[config.mk]
export PLATFORM = sky130hd
export DESIGN_NAME = vga_timing
export DESIGN_NICKNAME = d
export VERILOG_FILES = /design/src/rtl/vga_timing.sv
export SDC_FILE = /design/constraint.sdc
export NUM_CORES = 1
export LEC_CHECK = 0
export CELL_PAD_IN_SITES_DETAIL_PLACEMENT = 0
export CELL_PAD_IN_SITES_GLOBAL_PLACEMENT = 1
export CORE_MARGIN = 4
export CORE_UTILIZATION = 37
export CTS_BUF_LIST = sky130_fd_sc_hd__clkbuf_4 sky130_fd_sc_hd__clkbuf_8
export CTS_CLUSTER_DIAMETER = 30
export DETAILED_ROUTE_END_ITERATION = 12
export PLACE_DENSITY_LB_ADDON = 0.2
export SYNTH_ARGS = -nofsm -noshare
export SYNTH_HDL_FRONTEND = slang
export SYNTH_SLANG_ARGS = --single-unit
[constraint.sdc]
create_clock -name clk -period 2.1 [get_ports clk]
set_input_delay 0.42 -clock clk [delete_from_list [all_inputs] [get_ports clk]]
set_output_delay 0.42 -clock clk [all_outputs]
set_load 0.05 [all_outputs]
[src/rtl/vga_timing.sv]
// VGA timing generator: 25 MHz pixel strobe from the 100 MHz clk, h/v counters, registered syncs.
// Optional frame strobe f_tick is built only when VGA_FRAME_TICK_EN is defined.
module vga_timing #(
   parameter int unsigned H_DISPLAY = 640,
   parameter int unsigned H_FRONT   = 16,
   parameter int unsigned H_SYNC    = 96,
   parameter int unsigned H_BACK    = 48,
   parameter int unsigned V_DISPLAY = 480,
   parameter int unsigned V_FRONT   = 10,
   parameter int unsigned V_SYNC    = 2,
   parameter int unsigned V_BACK    = 33
) (
   input  logic       clk,
   input  logic       reset,
   output logic       p_tick,
   output logic [9:0] x,
   output logic [9:0] y,
   output logic       video_on,
   output logic       hsync,
   output logic       vsync
`ifdef VGA_FRAME_TICK_EN
   ,output logic      f_tick
`endif
);

   localparam int unsigned H_TOTAL = H_DISPLAY + H_FRONT + H_SYNC + H_BACK;
   localparam int unsigned V_TOTAL = V_DISPLAY + V_FRONT + V_SYNC + V_BACK;

   localparam logic [9:0] H_LAST   = 10'(H_TOTAL - 1);
   localparam logic [9:0] V_LAST   = 10'(V_TOTAL - 1);
   localparam logic [9:0] H_VIS    = 10'(H_DISPLAY);
   localparam logic [9:0] V_VIS    = 10'(V_DISPLAY);
   localparam logic [9:0] HS_START = 10'(H_DISPLAY + H_FRONT);
   localparam logic [9:0] HS_END   = 10'(H_DISPLAY + H_FRONT + H_SYNC - 1);
   localparam logic [9:0] VS_START = 10'(V_DISPLAY + V_FRONT);
   localparam logic [9:0] VS_END   = 10'(V_DISPLAY + V_FRONT + V_SYNC - 1);

   logic [1:0] div_q, div_d;
   logic [9:0] x_q, x_d;
   logic [9:0] y_q, y_d;
   logic       hsync_q, hsync_d;
   logic       vsync_q, vsync_d;

   assign p_tick = (div_q == 2'd3);

   // Syncs are decoded from the next counts so they register on the same edge as x/y.
   always_comb begin
      div_d = div_q + 2'd1;
      x_d   = x_q;
      y_d   = y_q;
      if (p_tick) begin
         if (x_q == H_LAST) begin
            x_d = '0;
            y_d = (y_q == V_LAST) ? '0 : y_q + 10'd1;
         end else begin
            x_d = x_q + 10'd1;
         end
      end
      hsync_d = !((x_d >= HS_START) && (x_d <= HS_END));
      vsync_d = !((y_d >= VS_START) && (y_d <= VS_END));
   end

   always_ff @(posedge clk or negedge reset) begin
      if (!reset) begin
         div_q   <= '0;
         x_q     <= '0;
         y_q     <= '0;
         hsync_q <= 1'b1;
         vsync_q <= 1'b1;
      end else begin
         div_q   <= div_d;
         x_q     <= x_d;
         y_q     <= y_d;
         hsync_q <= hsync_d;
         vsync_q <= vsync_d;
      end
   end

   assign x        = x_q;
   assign y        = y_q;
   assign hsync    = hsync_q;
   assign vsync    = vsync_q;
   assign video_on = (x_q < H_VIS) && (y_q < V_VIS);

`ifdef VGA_FRAME_TICK_EN
   assign f_tick = p_tick && (x_q == H_VIS - 10'd1) && (y_q == V_VIS - 10'd1);
`endif

endmodule

==> metrics, run 1 <==
Max stage delay cell, worst path=clkdlybuf4s50_1; final core utilization=52.05%; CP endpoint kind=output port; global route total overflow=0; critical path arrival=1.62 ns; commonest cells in the synthesized netlist=dfrtp_1 (22), nand2_1 (17), inv_1 (8), nand3_1 (8), o21ai_0 (8); Worst EP required=1.68 ns; Worst Skew=0.004539 ns; setup violators final=0; CTS tree=built; vias in the first global route=1,312; max frequency=490.7 MHz; Final ANT Viol Nets=0; DR pass1 iterations=4; FF+latch area=609.3 µm²; largest stage delay on the critical path=0.86 ns; largest net degree at the start of global routing=25; Inserted Clock Buffers=3; final std cells w/o fill=231; Post-synth EDFFs=0; CP Max Fanout=7; Clock transition at path regs=0.09 ns; count leader, synth=dfrtp_1; GRT Overall Usage=15.09%; clk_lat worst skew=0.27 ns; Crit path depth=1; first-pass GRT wire length=6078 µm; critical-path cell list=clkdlybuf4s50_1; Nets=190; clock buffer depth=2; WS Path Type=reg2out; Post-Syn Instances=148; Site Rows=22; unrepaired setup endpoints after global routing=yes; Die Y=69.57 µm; Worst Reg-to-Reg Cells=5; Crit path max-delay family=buffers and inverters; top cells by area in the synthesized netlist=dfrtp_1 (39%), nand2_1 (4.5%), xnor2_1 (4.4%); VDD IR max=203.1 µV; Port Buf Inserts=25; Fillers=336; initial core utilization=38.31%; core area=0.003661 mm²; die area=0.004840 mm²; Tmin final=2.038 ns; static leakage=0.8353 nW; Cell Area, Placed=0.001784 mm²; share of layout cells above drive strength 1=21.31%; Buf/Inv on CP=1; H-tree level count=1; fin crit share=97.04%; Final Hold Vio Count=0; maxcap violations=0; Worst Tran Pin Value=0.5054 ns; Avg Cell Area, Syn=9.477 µm²; DR iter-0 viols=111; hpwl dp=2567 µm; wire per inst=15.03 µm; Horiz. Die Dim=69.57 µm; fin. max-slew vios=0; PwrDens=461.8 mW/mm²; CTS root buffer=clkbuf_8; Post-Syn Area=0.001403 mm²; io pins=26; syn nets=154; ys flop type=dfrtp_1; post-synthesis sequential element count=24; multi-input gate area in the final layout=764.5 µm²; Slew headroom=66.20%; DRC=0; hold crit path type=reg2reg; leading area contributor after synthesis=dfrtp_1; post-route cell area=0.001906 mm²; share of the yosys chip area belonging to registers=43.00%; Hold Path Stages=1; final WL=3473 µm; Async SR Flop Fraction=100.0%; distinct cell type count after synthesis=44; antenna cells=0; placed instance count=225; run status=complete, no violations; Vias/cell=5.498; gp weighted congestion=0.8614; vias=1,270; initial antenna violation count=0; clock sinks=24; share of Yosys cell area claimed by the top area cell type=39.25%; startpoint types=flip-flop; cts hold-fix bufs=0; Ys Warns=0; synth-to-layout area growth=35.86%
==> worst paths after layout <==
kind,to,from,slack [ns]
setup / recovery,y[0],y[0],0.06
hold / removal,div_q[0],div_q[0],0.43
setup reg to reg,vsync,x[6],0.06
hold reg to reg,div_q[0],div_q[0],0.43
max in group asynchronous,vsync,reset,1.29
min in group asynchronous,x[4],reset,0.52
==> where the power goes <==
| group | internal (W) | switching, W |
|---|---|---|
| combinational | 0.00000285 | 0.00000911 |
| sequential | 0.000462 | 0 |
| clock | 0.000255 | 0.000152 |
| total | 0.000719 | 0.000161 |
==> logic make-up (layout without fill, tap and decap cells) <==
logic type / count (synthesis) / count (layout) / synth area share, %
AO/OA/AOI/OAI: 22 / 22 / 10.71
XOR/XNOR: 12 / 12 / 7.493
adder cells (fa/ha/maj): 4 / 4 / 3.568
buffers and inverters: 16 / 51 / 5.709
flip-flops: 24 / 24 / 43.00
multiplexers: 3 / 3 / 2.141
AND/OR/NAND/NOR: 67 / 67 / 27.39
==> cells in the final DEF (no fill, tap or decap), types with 2 or more instances in the layout <==
master | synthesis | final
buf_12 | 0 | 2
nor4_1 | 4 | 3
a22o_1 | 2 | 2
nand3_1 | 8 | 7
nor2_1 | 7 | 7
inv_1 | 8 | 8
o21ai_0 | 8 | 8
nor4_4 | 0 | 2
dfrtp_1 | 22 | 17
nand2b_1 | 3 | 3
dfstp_2 | 2 | 2
nand4b_1 | 2 | 2
nand2_1 | 17 | 17
clkdlybuf4s50_1 | 0 | 19
nand4_1 | 7 | 7
xnor2_1 | 7 | 7
buf_4 | 1 | 17
dfrtp_2 | 0 | 5
mux2i_1 | 3 | 3
and3_1 | 4 | 4
nor3_1 | 2 | 2
clkbuf_8 | 0 | 3
ha_1 | 4 | 4
xor2_1 | 5 | 5
or3_1 | 3 | 3
==> flip-flops by register name, indices dropped and copies added (netlist names) <==
name and flops:
div_q 2, hsync 1, y 10, x 10, vsync 1
==> through the flow <==
step / setup slack, ns / hold WS [ns] / power [W] / setup TNS [ns]
5_1_grt: -0.004381 / 0.4707 / 0.0009167 / -0.004381
2_1_floorplan: -0.1704 / 0.1244 / 0.0004710 / -0.3374
3_3_place_gp: 0.09598 / 0.4137 / 0.0004836 / 0
3_5_place_dp: 0.06890 / 0.4164 / 0.0004841 / 0
6_report: 0.06222 / 0.4269 / 0.0008801 / 0
4_1_cts: 0.03305 / 0.4292 / 0.0008959 / 0
==> layout make-up <==
| type | instances | area share [%] |
|---|---|---|
| Sequential cell | 24 | 31.98 |
| Clock inverter | 1 | 1.576 |
| Timing Repair Buffer | 39 | 19.44 |
| Clock buffer | 3 | 2.167 |
| Inverter | 8 | 1.576 |
| Multi-Input combinational cell | 108 | 40.12 |
| Tap cell | 48 | 3.152 |
==> metal layers <==
layer,up-vias,share of wire (%),global-route usage (%)
met2,40,50,25.21
met3,8,3.7,3.333
met1,621,44,19.15
met5,-,0,0
met4,0,1.9,5.206
li1,601,-,-
==> timing repair <==
action	CTS	global route
endpoints found under the setup margin	0	3
resized for setup	0	6
buffers inserted	0	2
Power figures use the tool's default switching activity.
==> inputs of run 2 (changes only) <==
--- a/config.mk
+++ b/config.mk
@@ -12,7 +12,7 @@
 export CTS_BUF_LIST = sky130_fd_sc_hd__clkbuf_4 sky130_fd_sc_hd__clkbuf_8
 export CTS_CLUSTER_DIAMETER = 30
 export DETAILED_ROUTE_END_ITERATION = 12
-export PLACE_DENSITY_LB_ADDON = 0.2
+export PLACE_DENSITY = 0.88
 export SYNTH_ARGS = -nofsm -noshare
 export SYNTH_HDL_FRONTEND = slang
 export SYNTH_SLANG_ARGS = --single-unit
==> metrics, run 2 (same netlist as run 1, synthesis figures left out) <==
vias in the first global route=1,243; FF-to-FF End=vsync; most common cell after layout, fill and taps aside=clkdlybuf4s50_1; VDD IR max=237.3 µV; Final Hold Vio Count=0; slack of the critical path=0.03247 ns; pre-CTS WS=0.01638 ns; final WL=3583 µm; Port Buf Inserts=25; critical-path cell list=or4b_4, or3_4, o31ai_4, o2111ai_1, nand4bb_1; placed instance count=226; Buf/Inv on CP=0; CTS tree=built; startpoint types=flip-flop; Final ANT Viol Nets=0; critical path arrival=2.25 ns; fin crit share=98.45%; Nets=190; gp weighted congestion=0.8893; DR iter-0 viols=70; PwrDens=458.3 mW/mm²; Worst Reg-to-Reg Cells=5; die area=0.004840 mm²; cts hold-fix bufs=0; fin. max-slew vios=0; Critical Path Sink=vsync; static leakage=0.8086 nW; Tmin final=2.068 ns; DRC=0; global route total overflow=0; share of layout cells above drive strength 1=21.86%; Tot Pwr=0.0008762 W; Clock transition at path regs=0.09 ns; hpwl dp=2569 µm; FF+latch area=609.3 µm²; core area=0.003661 mm²; vias=1,256; WS Path Type=reg2reg; run status=complete, no violations; Worst Skew=0.007768 ns; reg-to-reg slack, setup=0.03 ns; Vias/cell=5.437; CP Max Fanout=8; GRT Overall Usage=14.69%; Worst Tran Pin Value=0.5073 ns; first-pass GRT wire length=5892 µm; clk_lat worst skew=0.27 ns; Fillers=334; initial core utilization=38.31%; hold crit path type=reg2reg; synth-to-layout area growth=36.31%; max frequency=483.7 MHz; Crit path depth=5; final std cells w/o fill=231; Slew headroom=66.07%; Crit path max-delay family=simple AND/OR/NAND/NOR gates; maxcap violations=0; clock buffer depth=2; Inserted Clock Buffers=3; CTS root buffer=clkbuf_8; Site Rows=22; Die Y=69.57 µm; Max stage delay cell, worst path=or4b_4; Critical Path Start=x[6]; largest net degree at the start of global routing=25; Crit Reg-Reg Startpoint=x[6]; initial antenna violation count=0; Worst EP required=2.29 ns; most frequent cells in the layout=clkdlybuf4s50_1 (20), nand2_1 (17), dfrtp_1 (17), buf_4 (17); multi-input gate area in the final layout=773.2 µm²; wire per inst=15.51 µm; DR pass1 iterations=4; antenna cells=0; largest stage delay on the critical path=0.62 ns; unrepaired setup endpoints after global routing=yes; CP endpoint kind=flip-flop; setup violators final=0; io pins=26; Horiz. Die Dim=69.57 µm; clock sinks=24; H-tree level count=1
-- run 2: what timing repair did --
item | in CTS | in global routing
endpoints found under the setup margin | 1 | 1
buffers inserted | 0 | 1
gates resized for setup | 1 | 5
pin swaps | 0 | 1
-- run 2: layer usage --
layer | vias up | GRT usage (%) | wire length [µm]
met4 | 0 | 5.857 | 14
met2 | 32 | 24.26 | 1820
met3 | 2 | 2.319 | 133
met5 | - | 0 | 0
li1 | 598 | - | -
met1 | 624 | 19.13 | 1615
-- run 2: area by class of cell --
class / count / area share (%)
multi-input combinational: 108 / 40.45
sequential: 24 / 31.87
timing repair buffer: 39 / 19.24
tap: 48 / 3.141
clock buffer: 3 / 2.160
clock inverter: 1 / 1.571
inverter: 8 / 1.571
-- run 2: worst min-delay path by stage --
stage / from / to / slack, ns / depth (start not counted)
floorplan: reset / div_q[0] / 0.12 / 0
global placement: div_q[0] / div_q[0] / 0.41 / 1
detailed placement: div_q[0] / div_q[0] / 0.42 / 1
CTS: div_q[0] / div_q[0] / 0.43 / 1
global route: div_q[0] / div_q[0] / 0.44 / 1
finish: div_q[0] / div_q[0] / 0.43 / 1
-- run 2: through the flow --
stage / instance area (µm²) / hold slack (ns) / setup TNS [ns] / util [%]
after global routing: 1912 / 0.4447 / -0.03425 / 52.22
after floorplan: 1425 / 0.1244 / -0.3374 / -
after global placement: 1792 / 0.4115 / 0 / 48.94
after CTS: 1868 / 0.4297 / 0 / 51.03
after detailed placement: 1792 / 0.4172 / 0 / 48.94
final: 1912 / 0.4299 / 0 / 52.22
-- run 2: power breakdown --
| group | leakage [nW] | switching (W) | internal, W | total, W |
|---|---|---|---|---|
| Combinational | 0.467 | 0.00000905 | 0.00000285 | 0.0000119 |
| Sequential | 0.306 | 0 | 0.000462 | 0.000462 |
| Clock | 0.0357 | 0.000148 | 0.000255 | 0.000403 |
